<file path="config.mk">
export PLATFORM = sky130hd
export DESIGN_NAME = cnn_cell_engine
export DESIGN_NICKNAME = d
export VERILOG_FILES = /design/src/rtl/cnn_cell_engine.sv
export SDC_FILE = /design/constraint.sdc
export NUM_CORES = 2
export LEC_CHECK = 0
export ABC_AREA = 1
export CAP_MARGIN = 30
export CORE_MARGIN = 4
export CORE_UTILIZATION = 40
export CTS_CLUSTER_DIAMETER = 50
export DETAILED_ROUTE_END_ITERATION = 16
export HOLD_SLACK_MARGIN = 0.05
export MAX_ROUTING_LAYER = met4
export PLACE_DENSITY = 0.59
export SLEW_MARGIN = 10
export SYNTH_ARGS = -nofsm -noshare
export SYNTH_HDL_FRONTEND = slang
export SYNTH_SLANG_ARGS = --single-unit
</file>
<file path="constraint.sdc">
create_clock -name clk -period 11.4 [get_ports clk]
set_input_delay 1.71 -clock clk [delete_from_list [all_inputs] [get_ports clk]]
set_output_delay 1.71 -clock clk [all_outputs]
set_load 0.1 [all_outputs]
</file>
<file path="src/rtl/cnn_cell_engine.sv">
// cnn_cell_engine: time-multiplexed cellular neural network engine.
// Holds U, X and Y for a ROWS x COLS grid. It iterates the Euler-discretised
// cell equation x += dt*(-x + sum A*y + sum B*u + I). A single shared MAC
// walks each 3x3 neighbourhood in 9 cycles. One update cycle per cell follows.
// Iterations are Jacobi-style: every cell reads Ycur and writes Ynext, and a
// swap cycle then publishes the new outputs.
// Optional build macro CNN_CONVERGE_EN: a run also ends early when an
// iteration leaves every cell output unchanged.
module cnn_cell_engine #(
    parameter int WIDTH    = 9,
    parameter int FRAC     = 4,
    parameter int ROWS     = 4,
    parameter int COLS     = 4,
    parameter int DT_SHIFT = 2,
    parameter int ADDR_W   = $clog2(ROWS * COLS)
) (
    input  logic                 clk,
    input  logic                 rst,
    input  logic [9*WIDTH-1:0]   a_tmpl,
    input  logic [9*WIDTH-1:0]   b_tmpl,
    input  logic [WIDTH-1:0]     i_bias,
    input  logic [7:0]           iter_limit,
    input  logic                 wr_en,
    input  logic                 wr_sel,
    input  logic [ADDR_W-1:0]    wr_addr,
    input  logic [WIDTH-1:0]     wr_data,
    input  logic                 start,
    output logic                 busy,
    output logic                 done,
    output logic [7:0]           iter_cnt,
    input  logic [ADDR_W-1:0]    rd_addr,
    output logic [WIDTH-1:0]     rd_data
);

    localparam int CELLS  = ROWS * COLS;
    localparam int PROD_W = 2 * WIDTH;
    localparam int ACC_W  = 2 * WIDTH + 4;
    localparam int DX_W   = ACC_W + 1;
    localparam int RW     = (ROWS > 1) ? $clog2(ROWS) : 1;
    localparam int CW     = (COLS > 1) ? $clog2(COLS) : 1;

    localparam logic signed [WIDTH-1:0] Y_MAX = WIDTH'(1 << FRAC);
    localparam logic signed [WIDTH-1:0] Y_MIN = WIDTH'(-(1 << FRAC));
    localparam logic signed [DX_W-1:0]  X_MAX = DX_W'((1 << (WIDTH - 1)) - 1);
    localparam logic signed [DX_W-1:0]  X_MIN = DX_W'(-(1 << (WIDTH - 1)));

    typedef enum logic [2:0] {
        ST_IDLE   = 3'd0,
        ST_MAC    = 3'd1,
        ST_UPDATE = 3'd2,
        ST_SWAP   = 3'd3,
        ST_DONE   = 3'd4
    } state_t;

    // Cell output nonlinearity: clamp to [-1.0, +1.0].
    function automatic logic signed [WIDTH-1:0] clamp_y(input logic signed [WIDTH-1:0] v);
        if (v > Y_MAX) begin
            return Y_MAX;
        end else if (v < Y_MIN) begin
            return Y_MIN;
        end else begin
            return v;
        end
    endfunction

    state_t                   state_r;
    logic signed [WIDTH-1:0]  u_r     [CELLS];
    logic signed [WIDTH-1:0]  x_r     [CELLS];
    logic signed [WIDTH-1:0]  ycur_r  [CELLS];
    logic signed [WIDTH-1:0]  ynext_r [CELLS];
    logic signed [WIDTH-1:0]  a_c_r   [9];
    logic signed [WIDTH-1:0]  b_c_r   [9];
    logic signed [WIDTH-1:0]  bias_r;
    logic [7:0]               lim_r;
    logic signed [ACC_W-1:0]  acc_r;
    logic [3:0]               k_r;
    logic [RW-1:0]            row_r;
    logic [CW-1:0]            col_r;
    logic [ADDR_W-1:0]        cell_r;
`ifdef CNN_CONVERGE_EN
    logic                     changed_r;
`endif

    int                       nr_s;
    int                       nc_s;
    logic                     nb_ok_s;
    logic [ADDR_W-1:0]        nb_idx_s;
    logic signed [WIDTH-1:0]  y_nb_s;
    logic signed [WIDTH-1:0]  u_nb_s;
    logic signed [PROD_W-1:0] prod_a_s;
    logic signed [PROD_W-1:0] prod_b_s;
    logic signed [ACC_W-1:0]  mac_sum_s;

    logic signed [WIDTH-1:0]  x_cur_s;
    logic signed [ACC_W-1:0]  acc_fin_s;
    logic signed [DX_W-1:0]   dx_s;
    logic signed [DX_W-1:0]   step_s;
    logic signed [DX_W-1:0]   xsum_s;
    logic signed [WIDTH-1:0]  x_new_s;
    logic signed [WIDTH-1:0]  y_new_s;

    // Neighbour fetch for tap k of the current cell; off-grid taps read as zero.
    always_comb begin
        nr_s     = int'(row_r) + (int'(k_r) / 3) - 1;
        nc_s     = int'(col_r) + (int'(k_r) % 3) - 1;
        nb_ok_s  = (nr_s >= 0) && (nr_s < ROWS) && (nc_s >= 0) && (nc_s < COLS);
        nb_idx_s = '0;
        y_nb_s   = '0;
        u_nb_s   = '0;
        if (nb_ok_s) begin
            nb_idx_s = ADDR_W'(nr_s * COLS + nc_s);
            y_nb_s   = ycur_r[nb_idx_s];
            u_nb_s   = u_r[nb_idx_s];
        end else begin
            nb_idx_s = '0;
        end
        prod_a_s  = PROD_W'(a_c_r[k_r]) * PROD_W'(y_nb_s);
        prod_b_s  = PROD_W'(b_c_r[k_r]) * PROD_W'(u_nb_s);
        mac_sum_s = ACC_W'(prod_a_s) + ACC_W'(prod_b_s);
    end

    // Euler step for the current cell: add bias, form dx, scale by dt, saturate, clamp.
    always_comb begin
        x_cur_s   = x_r[cell_r];
        acc_fin_s = acc_r + (ACC_W'(bias_r) <<< FRAC);
        dx_s      = DX_W'(acc_fin_s) - (DX_W'(x_cur_s) <<< FRAC);
        step_s    = dx_s >>> (FRAC + DT_SHIFT);
        xsum_s    = DX_W'(x_cur_s) + step_s;
        x_new_s   = '0;
        if (xsum_s > X_MAX) begin
            x_new_s = X_MAX[WIDTH-1:0];
        end else if (xsum_s < X_MIN) begin
            x_new_s = X_MIN[WIDTH-1:0];
        end else begin
            x_new_s = xsum_s[WIDTH-1:0];
        end
        y_new_s = clamp_y(x_new_s);
    end

    // Control FSM plus all grid/template state; loads are accepted only when idle.
    always_ff @(posedge clk) begin
        if (rst) begin
            state_r  <= ST_IDLE;
            busy     <= 1'b0;
            done     <= 1'b0;
            iter_cnt <= 8'd0;
            bias_r   <= '0;
            lim_r    <= 8'd0;
            acc_r    <= '0;
            k_r      <= 4'd0;
            row_r    <= '0;
            col_r    <= '0;
            cell_r   <= '0;
`ifdef CNN_CONVERGE_EN
            changed_r <= 1'b0;
`endif
            for (int i = 0; i < CELLS; i++) begin
                u_r[i]     <= '0;
                x_r[i]     <= '0;
                ycur_r[i]  <= '0;
                ynext_r[i] <= '0;
            end
            for (int k = 0; k < 9; k++) begin
                a_c_r[k] <= '0;
                b_c_r[k] <= '0;
            end
        end else begin
            done <= 1'b0;
            case (state_r)
                ST_IDLE: begin
                    if (wr_en) begin
                        if (wr_sel) begin
                            x_r[wr_addr]    <= wr_data;
                            ycur_r[wr_addr] <= clamp_y(wr_data);
                        end else begin
                            u_r[wr_addr] <= wr_data;
                        end
                    end
                    if (start) begin
                        for (int k = 0; k < 9; k++) begin
                            a_c_r[k] <= a_tmpl[k*WIDTH +: WIDTH];
                            b_c_r[k] <= b_tmpl[k*WIDTH +: WIDTH];
                        end
                        bias_r   <= i_bias;
                        lim_r    <= iter_limit;
                        iter_cnt <= 8'd0;
                        acc_r    <= '0;
                        k_r      <= 4'd0;
                        row_r    <= '0;
                        col_r    <= '0;
                        cell_r   <= '0;
`ifdef CNN_CONVERGE_EN
                        changed_r <= 1'b0;
`endif
                        if (iter_limit != 8'd0) begin
                            busy    <= 1'b1;
                            state_r <= ST_MAC;
                        end else begin
                            state_r <= ST_DONE;
                        end
                    end
                end
                ST_MAC: begin
                    acc_r <= acc_r + mac_sum_s;
                    if (k_r == 4'd8) begin
                        k_r     <= 4'd0;
                        state_r <= ST_UPDATE;
                    end else begin
                        k_r <= k_r + 4'd1;
                    end
                end
                ST_UPDATE: begin
                    x_r[cell_r]     <= x_new_s;
                    ynext_r[cell_r] <= y_new_s;
                    acc_r           <= '0;
`ifdef CNN_CONVERGE_EN
                    if (y_new_s != ycur_r[cell_r]) begin
                        changed_r <= 1'b1;
                    end
`endif
                    if (cell_r == ADDR_W'(CELLS - 1)) begin
                        cell_r  <= '0;
                        row_r   <= '0;
                        col_r   <= '0;
                        state_r <= ST_SWAP;
                    end else begin
                        cell_r <= cell_r + {{(ADDR_W-1){1'b0}}, 1'b1};
                        if (col_r == CW'(COLS - 1)) begin
                            col_r <= '0;
                            row_r <= row_r + {{(RW-1){1'b0}}, 1'b1};
                        end else begin
                            col_r <= col_r + {{(CW-1){1'b0}}, 1'b1};
                        end
                        state_r <= ST_MAC;
                    end
                end
                ST_SWAP: begin
                    for (int i = 0; i < CELLS; i++) begin
                        ycur_r[i] <= ynext_r[i];
                    end
                    iter_cnt <= iter_cnt + 8'd1;
`ifdef CNN_CONVERGE_EN
                    changed_r <= 1'b0;
`endif
                    if (iter_cnt + 8'd1 == lim_r) begin
                        state_r <= ST_DONE;
`ifdef CNN_CONVERGE_EN
                    end else if (!changed_r) begin
                        state_r <= ST_DONE;
`endif
                    end else begin
                        state_r <= ST_MAC;
                    end
                end
                ST_DONE: begin
                    done    <= 1'b1;
                    busy    <= 1'b0;
                    state_r <= ST_IDLE;
                end
                default: begin
                    busy    <= 1'b0;
                    state_r <= ST_IDLE;
                end
            endcase
        end
    end

    // Registered Y readout; during a run this shows the last completed iteration.
    always_ff @(posedge clk) begin
        if (rst) begin
            rd_data <= '0;
        end else begin
            rd_data <= ycur_r[rd_addr];
        end
    end

endmodule

</file>
==> run metrics <==
Routed Antenna Nets=0; IO buf count=219; vias in the first global route=40100; Yosys cell types=58; worst slew pin tran=1.03 ns; MaxCap Viol Count=0; worst hold start=bias_r[7]$_SDFFE_PP0P_; Clock Tree Root=clkbuf_16; largest net degree at the start of global routing=94; most frequent cell after synthesis=nor2_1; first-pass GRT wire length=240000 um; register area share after synthesis=47.0%; Inserted Clock Buffers=102; layout cell share with drive strength beyond 1=8.12%; cell taking the most area after synthesis=edfxtp_1; Initial DRT Pass Iterations=7; clock-pin slew on the worst setup and hold paths=0.06 ns; Core Area=126000 um2; Wirelength per Cell=20.9 um; area share of the largest cell type after synthesis=43.8%; LEAKAGE=25.6 nW; H-tree levels=3; Final GP Congestion=0.963; Slowest cell on crit path=fa_1; Overflow after GRT=0; initial antenna violation count=8; post-layout minimum cycle time=10.79 ns; Slew HR=31.2%; Synth area leaders=edfxtp_1 44%, fa_1 8.4%, nor2_1 6.9%; Cells after Synth=5647; peak supply drop=0.343 mV; crit path max fanout=9; Crit Path Class=reg -> reg; setup TNS=0 ns; Rows=130; FF+latch count, synth=819; worst-case hold slack=0.476 ns; hold path depth=2; Die W=364 um; # setup viols final=0; CTS tree=done; Final Hold Fails=0; gr usage total=24.3%; EDFF count, synth=738; Final period util=94.7%; Post-Syn Area=50600 um2; Finished Layout Cells=7617; DIE HEIGHT=364 um; DR vias/cell=5.40; Avg Cell Area, Syn=8.96 um2; Ports=220; Hold Crit Class=reg -> reg; Hold Crit Endpoint=bias_r[7]$_SDFFE_PP0P_; synth cell count leaders=935 x nor2_1, 799 x inv_1, 738 x edfxtp_1, 701 x nand2_1, 492 x o21ai_0; Reg2Reg Setup Slack=0.61 ns; Nets=6472; initial detailed-routing violation count=4133; die area=132000 um2; Crit path required time=11.96 ns; Routed WL=159000 um; reg2reg start=k_r[3]$_SDFFE_PP0P_; status=completed; CP most frequent cell=nand2_1; Startpoint Class=flip-flop; Async SR Flop Fraction=0%; PD cells=188 nW/um2; Post-route DRC=0; syn nets=6239; crit end category=flip-flop; FF-to-FF path depth=56; Worst Path Arrival=11.35 ns; Synth Flop Type=edfxtp_1; fmax=92.7 MHz; Power Total=11.1 mW; Yosys warnings=0; Reg-to-Reg End=acc_r[21]$_SDFFE_PP0P_; Detailed Place HPWL=114000 um; Initial Util=40.3%; fin. max-slew vios=0; skew final=0.0282 ns; clk sinks=819; clk_lat worst skew=0.72 ns; CP max stage delay=0.58 ns; area delta synth->final=17.0%; CTS Buffer Depth=3; dpl cells=7400; via count=41100
==> worst max-delay path, delay by kind of cell (launching register included) <==
kind                       cells  cell delay (ns)
and+or+nand+nor               20             2.00
DFF                            1             0.38
buffers and inverters         12             1.29
adders and majority gates     14             5.68
AOI/OAI and AO/OA             10             1.25
==> worst max-delay path by stage <==
stage          slack [ns]                start                     end
6_report             0.61  k_r[3]$_SDFFE_PP0P_  acc_r[21]$_SDFFE_PP0P_
5_1_grt             -0.05  k_r[2]$_SDFFE_PP0P_  acc_r[21]$_SDFFE_PP0P_
4_1_cts              0.06  k_r[2]$_SDFFE_PP0P_  acc_r[14]$_SDFFE_PP0P_
3_5_place_dp        -0.06  k_r[3]$_SDFFE_PP0P_  acc_r[14]$_SDFFE_PP0P_
3_3_place_gp         0.05  k_r[3]$_SDFFE_PP0P_  acc_r[14]$_SDFFE_PP0P_
2_1_floorplan        1.00  k_r[2]$_SDFFE_PP0P_  acc_r[21]$_SDFFE_PP0P_
==> layout make-up <==
cell class	count	area (um2)
Tap cell	1650	2060
Fill cell	12000	66400
Sequential cell	819	23800
Timing Repair Buffer	394	3790
Multi-Input combinational cell	3743	23000
Clock inverter	69	712
Antenna cell	3	7.51
Clock buffer	119	2680
Inverter	820	3090
==> stage by stage <==
step	setup slack, ns	utilization, %	cell area, um2
final	0.609	47.1	59200
after global routing	-0.0512	47.1	59200
after CTS	0.0580	46.7	58600
after detailed placement	-0.0614	44.0	55200
after global placement	0.0462	43.8	55100
after floorplan	1.00	-	50600
==> logic make-up (layout without fill, tap and decap cells) <==
family | count (synthesis) | count (layout) | share of synthesized area [%]
buffers and inverters | 1085 | 1402 | 8.19
and+or+nand+nor | 2136 | 2136 | 17.5
other | 0 | 3 | 0
DFF | 819 | 819 | 47.0
AOI/OAI and AO/OA | 1074 | 1074 | 11.8
adders and majority gates | 391 | 391 | 12.8
xor gates and xnor gates | 74 | 74 | 1.30
muxes | 68 | 68 | 1.36
==> registers in the layout, summed over array words and instances (netlist names), named ones only <==
| register | count |
|---|---|
| u_r | 144 |
| x_r | 144 |
| ycur_r | 144 |
| ynext_r | 144 |
| a_c_r | 81 |
| b_c_r | 81 |
| acc_r | 22 |
| bias_r | 9 |
| rd_data | 9 |
| iter_cnt | 8 |
| lim_r | 8 |
| cell_r | 4 |
| k_r | 4 |
| state_r | 3 |
| col_r | 2 |
| row_r | 2 |
| busy | 1 |
| done | 1 |
==> power breakdown <==
part / internal (mW) / switching, mW / total (mW)
Combinational: 1.21 / 3.01 / 4.22
Clock: 1.91 / 1.37 / 3.28
Sequential: 3.51 / 0.102 / 3.61
==> layout by cell type (no fill, tap or decap), drive strengths merged, types with 2 or more instances in the layout <==
cell | netlist | layout
nor4 | 5 | 5
a32o | 26 | 26
bufinv | 0 | 9
nor2 | 942 | 942
a21o | 7 | 7
buf | 46 | 175
clkdlybuf4s50 | 0 | 216
a2111oi | 3 | 3
diode | 0 | 3
a211oi | 4 | 4
o31ai | 2 | 2
nor3 | 25 | 25
fa | 213 | 213
a221oi | 3 | 3
xor2 | 50 | 50
clkbuf | 219 | 122
o22ai | 22 | 22
or2 | 3 | 3
o21bai | 11 | 11
nand3 | 400 | 400
o221ai | 18 | 18
o21ai | 518 | 518
clkinv | 16 | 52
nand2 | 711 | 711
a31oi | 17 | 17
inv | 804 | 820
ha | 178 | 178
edfxtp | 738 | 738
nand4 | 43 | 43
a21oi | 353 | 353
a21boi | 2 | 2
o21a | 7 | 7
nand3b | 5 | 5
mux2i | 61 | 61
xnor2 | 24 | 24
dfxtp | 81 | 81
o211ai | 78 | 78
mux2 | 7 | 7
clkinvlp | 0 | 8
==> metal layers <==
metal / vias up / routed length [um] / track usage, %
met5: - / 0 / -
met4: 0 / 5500 / 7.93
met3: 348 / 10800 / 3.71
met2: 1539 / 74900 / 38.8
met1: 19900 / 68100 / 31.9
li1: 19400 / - / -
==> timing repair <==
| item | in CTS | in global routing |
|---|---|---|
| cloned | 0 | 2 |
| pin swaps | 0 | 22 |
| hold buffers | 0 | 0 |
| gates resized for setup | 2 | 92 |
| buffers inserted | 0 | 19 |
| setup endpoints to repair | 1 | 12 |
Power figures use the tool's default switching activity.
